==> config.mk <==
export PLATFORM = sky130hd
export DESIGN_NAME = game_round_controller_mp
export DESIGN_NICKNAME = d
export VERILOG_FILES = /design/src/rtl/glc_pkg.sv /design/src/rtl/frame_collision_counter.sv /design/src/rtl/game_round_controller_mp.sv
export SDC_FILE = /design/constraint.sdc
export NUM_CORES = 1
export LEC_CHECK = 0
export CAP_MARGIN = 20
export CORE_MARGIN = 5
export CORE_UTILIZATION = 40
export CTS_CLUSTER_SIZE = 25
export DETAILED_ROUTE_END_ITERATION = 10
export PLACE_DENSITY_LB_ADDON = 0.25
export SYNTH_ARGS = -nofsm -noshare
export SYNTH_HDL_FRONTEND = slang
export SYNTH_HIERARCHICAL = 1
export SYNTH_SLANG_ARGS = --single-unit
==> constraint.sdc <==
create_clock -name clk_in -period 6.85 [get_ports clk_in]
set_input_delay 1.37 -clock clk_in [delete_from_list [all_inputs] [get_ports clk_in]]
set_output_delay 1.37 -clock clk_in [all_outputs]
set_load 0.01 [all_outputs]
==> src/rtl/glc_pkg.sv <==
// Shared types and width helpers for the hole-in-the-wall round controller.
package glc_pkg;

    typedef enum logic [2:0] {
        GS_IDLE      = 3'd0,
        GS_COUNTDOWN = 3'd1,
        GS_ADVANCE   = 3'd2,
        GS_ROUND_END = 3'd3,
        GS_WON       = 3'd4,
        GS_LOST      = 3'd5
    } game_state_t;

    function automatic int COLL_CNT_W(input int width, input int height);
        return $clog2(width * height + 1);
    endfunction

    function automatic int ROUND_W(input int max_rounds);
        return $clog2(max_rounds + 1);
    endfunction

    // A single wall still needs a 1-bit index port.
    function automatic int WALL_W(input int num_walls);
        return (num_walls > 1) ? $clog2(num_walls) : 1;
    endfunction

    function automatic int MAX3(input int a, input int b, input int c);
        int m;
        m = (a > b) ? a : b;
        return (m > c) ? m : c;
    endfunction

endpackage

==> src/rtl/frame_collision_counter.sv <==
// Per-player saturating frame hit counter with threshold judging and alive flag.
module frame_collision_counter
    import glc_pkg::*;
#(
    parameter int CNT_W     = 20,
    parameter int THRESHOLD = 65536
) (
    input  logic i_clk,
    input  logic i_rst_n,
    input  logic i_start,
    input  logic i_count_en,
    input  logic i_new_frame,
    input  logic i_judge_en,
    input  logic i_person_wall,
    output logic o_hit,
    output logic o_alive,
    output logic o_alive_next
);

    logic [CNT_W-1:0] r_cnt;
    logic             r_alive;
    logic [CNT_W:0]   w_eff;
    logic             w_over;

    assign o_hit        = i_person_wall & r_alive;
    // The pixel that closes the frame still counts toward that frame's total.
    assign w_eff        = {1'b0, r_cnt} + (CNT_W + 1)'(o_hit);
    assign w_over       = (int'(w_eff) >= THRESHOLD);
    assign o_alive_next = r_alive & ~(i_judge_en & w_over);
    assign o_alive      = r_alive;

    always_ff @(posedge i_clk or negedge i_rst_n) begin
        if (!i_rst_n) begin
            r_cnt <= '0;
        end else if (i_start || i_new_frame) begin
            r_cnt <= '0;
        end else if (i_count_en && o_hit && (r_cnt != {CNT_W{1'b1}})) begin
            r_cnt <= r_cnt + CNT_W'(1);
        end
    end

    always_ff @(posedge i_clk or negedge i_rst_n) begin
        if (!i_rst_n) begin
            r_alive <= 1'b0;
        end else if (i_start) begin
            r_alive <= 1'b1;
        end else begin
            r_alive <= o_alive_next;
        end
    end

endmodule

==> src/rtl/game_round_controller_mp.sv <==
// Round FSM, wall depth/speed control and 1-cycle pixel pipeline.
// Optional macro GLC_SPEED_RAMP_EN: shorten frames-per-tick by one each round, down to the floor.
module game_round_controller_mp
    import glc_pkg::*;
#(
    parameter int SCREEN_WIDTH             = 1280,
    parameter int SCREEN_HEIGHT            = 720,
    parameter int NUM_PLAYERS              = 2,
    parameter int NUM_WALLS                = 10,
    parameter int MAX_ROUNDS               = 5,
    parameter int GOAL_DEPTH               = 60,
    parameter int GOAL_DEPTH_DELTA         = 10,
    parameter int MAX_WALL_DEPTH           = 75,
    parameter int MAX_FRAMES_PER_WALL_TICK = 15,
    parameter int MIN_FRAMES_PER_WALL_TICK = 4,
    parameter int COUNTDOWN_FRAMES         = 60,
    parameter int COLLISION_THRESHOLD      = 65536
) (
    input  logic                            clk_in,
    input  logic                            rst_n_in,
    input  logic                            start_game_in,
    input  logic [10:0]                     hcount_in,
    input  logic [9:0]                      vcount_in,
    input  logic                            data_valid_in,
    input  logic                            is_wall_in,
    input  logic [NUM_PLAYERS-1:0]          is_person_in,
    output logic [10:0]                     hcount_out,
    output logic [9:0]                      vcount_out,
    output logic                            data_valid_out,
    output logic                            is_wall_out,
    output logic [NUM_PLAYERS-1:0]          is_collision_out,
    output logic [7:0]                      wall_depth_out,
    output logic [WALL_W(NUM_WALLS)-1:0]    wall_idx_out,
    output logic [ROUND_W(MAX_ROUNDS)-1:0]  curr_round_out,
    output logic [NUM_PLAYERS-1:0]          alive_out,
    output logic [2:0]                      game_state_out
);

    localparam int CNT_W    = COLL_CNT_W(SCREEN_WIDTH, SCREEN_HEIGHT);
    localparam int RND_W    = ROUND_W(MAX_ROUNDS);
    localparam int IDX_W    = WALL_W(NUM_WALLS);
    localparam int TICK_W   = $clog2(MAX3(COUNTDOWN_FRAMES, MAX_FRAMES_PER_WALL_TICK,
                                          MIN_FRAMES_PER_WALL_TICK) + 1);
    localparam int JUDGE_LO = GOAL_DEPTH - GOAL_DEPTH_DELTA;
    localparam int JUDGE_HI = GOAL_DEPTH + GOAL_DEPTH_DELTA;

    game_state_t             r_state, w_state_next;
    logic [TICK_W-1:0]       r_tick;
    logic [TICK_W-1:0]       r_fpt;
    logic [7:0]              r_depth;
    logic [RND_W-1:0]        r_round;
    logic [IDX_W-1:0]        r_wall_idx;

    logic [10:0]             r_hcount;
    logic [9:0]              r_vcount;
    logic                    r_valid;
    logic                    r_wall;
    logic [NUM_PLAYERS-1:0]  r_collision;

    logic                    w_new_frame;
    logic                    w_idle_like;
    logic                    w_start;
    logic                    w_advance;
    logic                    w_in_window;
    logic                    w_judge;
    logic                    w_lose;
    logic                    w_cd_done;
    logic                    w_tick_done;
    logic                    w_last_depth;
    logic [RND_W-1:0]        w_round_inc;
    logic [NUM_PLAYERS-1:0]  w_hit;
    logic [NUM_PLAYERS-1:0]  w_alive;
    logic [NUM_PLAYERS-1:0]  w_alive_next;

    assign w_new_frame  = data_valid_in && (hcount_in == 11'(SCREEN_WIDTH - 1))
                                        && (vcount_in == 10'(SCREEN_HEIGHT - 1));
    assign w_idle_like  = (r_state == GS_IDLE) || (r_state == GS_WON) || (r_state == GS_LOST);
    assign w_start      = w_idle_like && start_game_in;
    assign w_advance    = (r_state == GS_ADVANCE);
    assign w_in_window  = (int'(r_depth) >= JUDGE_LO) && (int'(r_depth) <= JUDGE_HI);
    assign w_judge      = w_advance && w_new_frame && w_in_window;
    assign w_lose       = w_advance && (w_alive_next == '0);
    assign w_cd_done    = w_new_frame && (r_tick == TICK_W'(COUNTDOWN_FRAMES - 1));
    assign w_tick_done  = w_new_frame && (r_tick == (r_fpt - TICK_W'(1)));
    assign w_last_depth = (r_depth == 8'(MAX_WALL_DEPTH - 1));
    assign w_round_inc  = r_round + RND_W'(1);

    for (genvar g = 0; g < NUM_PLAYERS; g++) begin : g_player
        frame_collision_counter #(
            .CNT_W     (CNT_W),
            .THRESHOLD (COLLISION_THRESHOLD)
        ) u_counter (
            .i_clk         (clk_in),
            .i_rst_n       (rst_n_in),
            .i_start       (w_start),
            .i_count_en    (w_advance),
            .i_new_frame   (w_new_frame),
            .i_judge_en    (w_judge),
            .i_person_wall (data_valid_in & is_wall_in & is_person_in[g]),
            .o_hit         (w_hit[g]),
            .o_alive       (w_alive[g]),
            .o_alive_next  (w_alive_next[g])
        );
    end

    always_ff @(posedge clk_in or negedge rst_n_in) begin
        if (!rst_n_in) begin
            r_state <= GS_IDLE;
        end else begin
            r_state <= w_state_next;
        end
    end

    // Elimination of the last player outranks any tick or round completion.
    always_comb begin
        w_state_next = r_state;
        case (r_state)
            GS_IDLE, GS_WON, GS_LOST: begin
                if (start_game_in) w_state_next = GS_COUNTDOWN;
            end
            GS_COUNTDOWN: begin
                if (w_cd_done) w_state_next = GS_ADVANCE;
            end
            GS_ADVANCE: begin
                if (w_lose) begin
                    w_state_next = GS_LOST;
                end else if (w_tick_done && w_last_depth) begin
                    w_state_next = GS_ROUND_END;
                end
            end
            GS_ROUND_END: begin
                w_state_next = (w_round_inc == RND_W'(MAX_ROUNDS)) ? GS_WON : GS_COUNTDOWN;
            end
            default: w_state_next = GS_IDLE;
        endcase
    end

    always_ff @(posedge clk_in or negedge rst_n_in) begin
        if (!rst_n_in) begin
            r_tick     <= '0;
            r_fpt      <= TICK_W'(MAX_FRAMES_PER_WALL_TICK);
            r_depth    <= '0;
            r_round    <= '0;
            r_wall_idx <= '0;
        end else begin
            case (r_state)
                GS_IDLE, GS_WON, GS_LOST: begin
                    if (start_game_in) begin
                        r_tick     <= '0;
                        r_fpt      <= TICK_W'(MAX_FRAMES_PER_WALL_TICK);
                        r_depth    <= '0;
                        r_round    <= '0;
                        r_wall_idx <= '0;
                    end
                end
                GS_COUNTDOWN: begin
                    if (w_cd_done) begin
                        r_tick <= '0;
                    end else if (w_new_frame) begin
                        r_tick <= r_tick + TICK_W'(1);
                    end
                end
                GS_ADVANCE: begin
                    if (w_new_frame && !w_lose) begin
                        if (w_tick_done) begin
                            r_tick <= '0;
                            if (!w_last_depth) r_depth <= r_depth + 8'd1;
                        end else begin
                            r_tick <= r_tick + TICK_W'(1);
                        end
                    end
                end
                GS_ROUND_END: begin
                    r_tick  <= '0;
                    r_depth <= '0;
                    r_round <= w_round_inc;
                    if (r_wall_idx == IDX_W'(NUM_WALLS - 1)) begin
                        r_wall_idx <= '0;
                    end else begin
                        r_wall_idx <= r_wall_idx + IDX_W'(1);
                    end
`ifdef GLC_SPEED_RAMP_EN
                    if (r_fpt > TICK_W'(MIN_FRAMES_PER_WALL_TICK)) begin
                        r_fpt <= r_fpt - TICK_W'(1);
                    end else begin
                        r_fpt <= TICK_W'(MIN_FRAMES_PER_WALL_TICK);
                    end
`else
                    r_fpt <= TICK_W'(MAX_FRAMES_PER_WALL_TICK);
`endif
                end
                default: ;
            endcase
        end
    end

    always_ff @(posedge clk_in or negedge rst_n_in) begin
        if (!rst_n_in) begin
            r_hcount    <= '0;
            r_vcount    <= '0;
            r_valid     <= 1'b0;
            r_wall      <= 1'b0;
            r_collision <= '0;
        end else begin
            r_hcount    <= hcount_in;
            r_vcount    <= vcount_in;
            r_valid     <= data_valid_in;
            r_wall      <= is_wall_in & data_valid_in;
            r_collision <= w_hit;
        end
    end

    assign hcount_out       = r_hcount;
    assign vcount_out       = r_vcount;
    assign data_valid_out   = r_valid;
    assign is_wall_out      = r_wall;
    assign is_collision_out = r_collision;
    assign wall_depth_out   = r_depth;
    assign wall_idx_out     = r_wall_idx;
    assign curr_round_out   = r_round;
    assign alive_out        = w_alive;
    assign game_state_out   = r_state;

endmodule

==> metrics, run 1 <==
GRT Util Overall=16.8%; Top Ports=73; Via Count=4011; Final Cell Area=0.00605 sq mm; I/O Buffers=72; Finished Core Util=50.2%; WP data required=7090 ps; RSZ-0062 raised after global routing=no; Yosys reg bits=91; Post-synth top flop=dfrtp_1; most frequent cells in the layout=dfrtp_1 (91), clkdlybuf4s50_1 (71), nor2_1 (53); diode count=0; 1st-pass router iterations=4; Initial Util=41.0%; Syn Std Cell Area=0.00494 sq mm; std cell rows=40; DP Worst Slack=1500 ps; crit path capture type=register; Crit Path Max Fanout=9; die width=121 um; flop2flop setup slack=3230 ps; area share of the largest cell type after synthesis=46.1%; H-tree Lvls=3; Final setup viols=0; gpl congestion=0.850; outcome=completed; WP data arrival=5240 ps; Gates resized, CTS repair=0; CTS sink cnt=91; Die Height=121 um; worst-margin pin slew=857 ps; vias per inst=5.42; synth warn=6; Max Cap Violations=0; final worst-path cycle share=73.1%; fmax=200 MHz; hold_buf cts=0; total wire length=11700 um; Area Overhead vs Synth=22.4%; Synth cell types=65; grt ovf=0; Final #Nets=609; crit path launch type=input pin; syn_area_per_cell=9.78 sq um; PD cells=221 mW/mm^2; Final ANT Viol Nets=0; Die Area=0.0147 sq mm; EDFF count, synth=0; min Tclk post-route=5010 ps; Pleak=2.51 nW; Finished Layout Cells=740; Reg2Reg Capture Point=wall_depth_out[7]; Final Hold Viols=0; worst hold stages=1; Net Count, Synth=547; Setup Total Neg Slack=0 ps; final-report max-slew violation count=0; largest net degree at the start of global routing=68; clock-pin slew on the worst setup and hold paths=70 ps; vias in the first global route=4037; hold_ws=521 ps; met1 GRT Util=21.9%; Post CTS Setup Buffer Count=0; Worst VDD drop=0.000146 V; async set-reset flop share out of synthesis=100%; worst clock skew=8.50 ps; reg-to-reg startpoint=g_player[0].u_counter/o_alive; grt met3 use=4.38%; Final WS setup=1840 ps; critical path type=input pin to register; placed cells=724; Iteration-0 DRC Markers=167; worst min path class=register to register; R2R cell count=13; Rel. slew slack=42.9%; Synth area leaders=dfrtp_1 (46%), nor2_1 (4.0%), ha_1 (3.5%), xor2_1 (3.4%), o21ai_0 (3.3%); M2 GR Usage=27.4%; total power=1.34 mW; initial antenna violation count=0; DR WL/cell=15.9 um; busiest grt layer=met2; Worst Min Path Start=wall_idx_out[3]; Residual DRC=0; most common cell after layout, fill and taps aside=dfrtp_1; Clock Root Buffer=clkbuf_16; first-pass GRT wire length=19900 um; Core Footprint=0.0121 sq mm; sequential share of the synthesized area=46.1%; CTS tree=built; detailed-placement wirelength estimate=8530 um; fraction of layout cells with a size suffix above 1=7.17%; cell taking the most area after synthesis=dfrtp_1; cell count after synthesis=505; Clock Tree Buf Depth=2; later-pin clock latency in the skew report=350 ps; DP Area=0.00576 sq mm; hold worst-path end=wall_idx_out[3]; cts bufs inserted=9
## sequential cells by signal, summed over array words and instances (netlist names), 3 cells and up
signal	count
curr_round_out	3
g_player.u_counter/r_cnt	40
game_state_out	3
hcount_out	11
r_tick	6
vcount_out	10
wall_depth_out	8
wall_idx_out	4
## synthesized netlist by cell type (3+ instances only)
cell type  count
or4_1          3
o311ai_0       3
buf_6          3
xnor2_1       14
nor2_1        53
o2111ai_1      4
inv_1         21
and3_1        10
o211ai_1      11
clkbuf_1       9
nor2b_1        3
o31ai_1       10
buf_2          9
nor4_1        17
a21oi_1        7
or4_4          3
or3_1          8
nand2_1       38
nand2b_1       5
nand4_1       19
and2_1         7
o31a_1         3
o21ai_0       33
xor2_1        19
nor4_4         4
nor3_1        11
nand3_1       20
dfrtp_1       91
and4_1         4
ha_1          14
or2_2          3
## where the power goes
part / leakage, nW / internal [mW] / switching (mW)
clock network: 0.149 / 0.282 / 0.216
logic: 1.19 / 0.107 / 0.108
registers: 1.18 / 0.577 / 0.0497
## how the worst max path moves through the flow
stage / start / to / slack [ps]
2_1_floorplan: is_person_in[1] / wall_depth_out[7] / 2610
3_3_place_gp: data_valid_in / wall_depth_out[7] / 1740
3_5_place_dp: data_valid_in / wall_depth_out[7] / 1500
4_1_cts: data_valid_in / wall_depth_out[7] / 1880
5_1_grt: data_valid_in / wall_depth_out[7] / 1560
6_report: data_valid_in / wall_depth_out[7] / 1840
## worst max-delay path: stages
cell	delay (ps)
clkdlybuf4s50_1	610
and3_1	230
and2_1	150
ha_1	190
ha_1	160
nand4_1	120
nor4_1	320
o221ai_1	220
o21ai_0	150
nor2_1	140
a41oi_1	250
or4b_1	620
or4_4	480
o211ai_2	170
o31ai_2	80
## per-layer routing
metal  part of all wire, %  vias to the layer above
li1                      -                     1972
met1                    46                     1943
met2                    49                       84
met3                   4.1                       12
met4                   1.4                        0
met5                     0                        -
## cell families after synthesis
family                     synth area share, %
muxes                                    0.633
AOI/OAI and AO/OA                         14.0
buffers and inverters                     4.18
and+or+nand+nor                           25.7
adders and majority gates                 3.55
DFF                                       46.1
xor gates and xnor gates                  5.85
## area by class of cell
cell class / count / area (sq um)
clock buffers: 9 / 225
clock inverters: 7 / 67.6
fillers: 1097 / 6010
inverters: 21 / 78.8
multi-input cells: 370 / 2460
flip-flops and latches: 91 / 2280
well taps: 168 / 210
repair buffers: 74 / 733
No activity file was read; power rests on OpenSTA's default activity.
==> run 2, diff against run 1 <==
==> constraint.sdc (replaced) <==
create_clock -name clk_in -period 4.9 [get_ports clk_in]
set_input_delay 0.98 -clock clk_in [delete_from_list [all_inputs] [get_ports clk_in]]
set_output_delay 0.98 -clock clk_in [all_outputs]
set_load 0.01 [all_outputs]
==> metrics, run 2 (synthesis results as in run 1) <==
crit path launch type=input pin; Residual DRC=0; max FFs per register=40; Pleak=2.54 nW; Core Footprint=0.0121 sq mm; initial antenna violation count=0; H-tree Lvls=3; Final setup viols=0; diode count=0; CTS tree=built; total power=1.98 mW; Crit Path Max Fanout=6; DR WL/cell=16.0 um; most frequent cells in the layout=dfrtp_1 (91), clkdlybuf4s50_1 (71), nor2_1 (53); largest net degree at the start of global routing=57; Gates resized, CTS repair=0; Setup Total Neg Slack=0 ps; die width=121 um; Area Overhead vs Synth=23.7%; Worst VDD drop=0.000207 V; largest reg by FF count=g_player.u_counter/r_cnt; hold_buf cts=0; total wire length=11900 um; gpl congestion=0.827; Final Hold Viols=0; I/O Buffers=72; Top Ports=73; WP data arrival=4660 ps; clock-pin slew on the worst setup and hold paths=60 ps; first-pass GRT wire length=20400 um; std cell rows=40; most common cell after layout, fill and taps aside=dfrtp_1; worst min path class=register to register; Clock Tree Buf Depth=2; Die Height=121 um; worst-margin pin slew=774 ps; PD cells=324 mW/mm^2; final worst-path cycle share=90.5%; CTS sink cnt=91; RSZ-0062 raised after global routing=no; fmax=226 MHz; Final #Nets=611; crit path capture type=register; later-pin clock latency in the skew report=350 ps; Via Count=4045; vias per inst=5.45; GRT Util Overall=17.3%; Initial Util=41.0%; Die Area=0.0147 sq mm; vias in the first global route=4039; fraction of layout cells with a size suffix above 1=7.49%; 1st-pass router iterations=4; critical path type=input pin to register; Rel. slew slack=48.2%; Post CTS Setup Buffer Count=0; final-report max-slew violation count=0; grt ovf=0; Final ANT Viol Nets=0; Iteration-0 DRC Markers=153; min Tclk post-route=4430 ps; Clock Root Buffer=clkbuf_16; worst clock skew=7.67 ps; Max Cap Violations=0; outcome=completed; cts bufs inserted=9; WP data required=5130 ps; detailed-placement wirelength estimate=8730 um
[run 2: through the flow]
step	setup WS, ps	cell area, sq um	hold slack [ps]	util, %	instances
floorplan	1050	4940	487	-	505
global route	144	6110	540	50.7	742
CTS	504	6110	518	50.7	742
finish	467	6110	509	50.7	742
global placement	330	5770	493	47.9	726
detailed placement	132	5770	492	47.9	726
[run 2: worst max-delay path, stage by stage]
cell and delay (ps):
clkdlybuf4s50_1 620, and3_1 230, and2_1 160, ha_1 190, ha_1 160, nand4_1 120, nor4_1 290, o221ai_1 210
o21ai_0 150, nor2_1 140, a41oi_1 220, or4b_1 490, or4_4 450, o211ai_2 180, o31ai_2 90
[run 2: layout make-up]
cell class                 instances  area [sq um]
multi-input combinational        370          2460
fill                            1099          5950
sequential                        91          2280
clock inverter                     7           116
inverter                          21          78.8
clock buffer                       9           225
tap                              168           210
timing repair buffer              76           748
[run 2: where the power goes]
| group | internal, mW | leakage [nW] | switching, mW |
|---|---|---|---|
| logic | 0.151 | 1.20 | 0.154 |
| clock network | 0.497 | 0.165 | 0.301 |
| registers | 0.807 | 1.18 | 0.0693 |
[run 2: path summary, 6_finish.rpt]
check                      depth (start not counted)                              end                     startpoint  slack (ps)
max                                               15                wall_depth_out[7]                  data_valid_in         470
min                                                1                  wall_idx_out[3]                wall_idx_out[3]         510
max reg2reg                                       13                wall_depth_out[7]  g_player[0].u_counter/o_alive        1470
min reg2reg                                        1                  wall_idx_out[3]                wall_idx_out[3]         510
max in group asynchronous                          2   g_player[0].u_counter/r_cnt[9]                       rst_n_in        3260
min in group asynchronous                          1  g_player[0].u_counter/r_cnt[14]                       rst_n_in         680
[run 2: routing by layer]
metal / vias up / GRT usage (%) / part of all wire (%)
met3: 17 / 4.06 / 4.4
li1: 1969 / - / -
met4: 0 / 7.70 / 2.4
met2: 79 / 27.8 / 49
met5: - / 0 / 0
met1: 1980 / 22.1 / 45
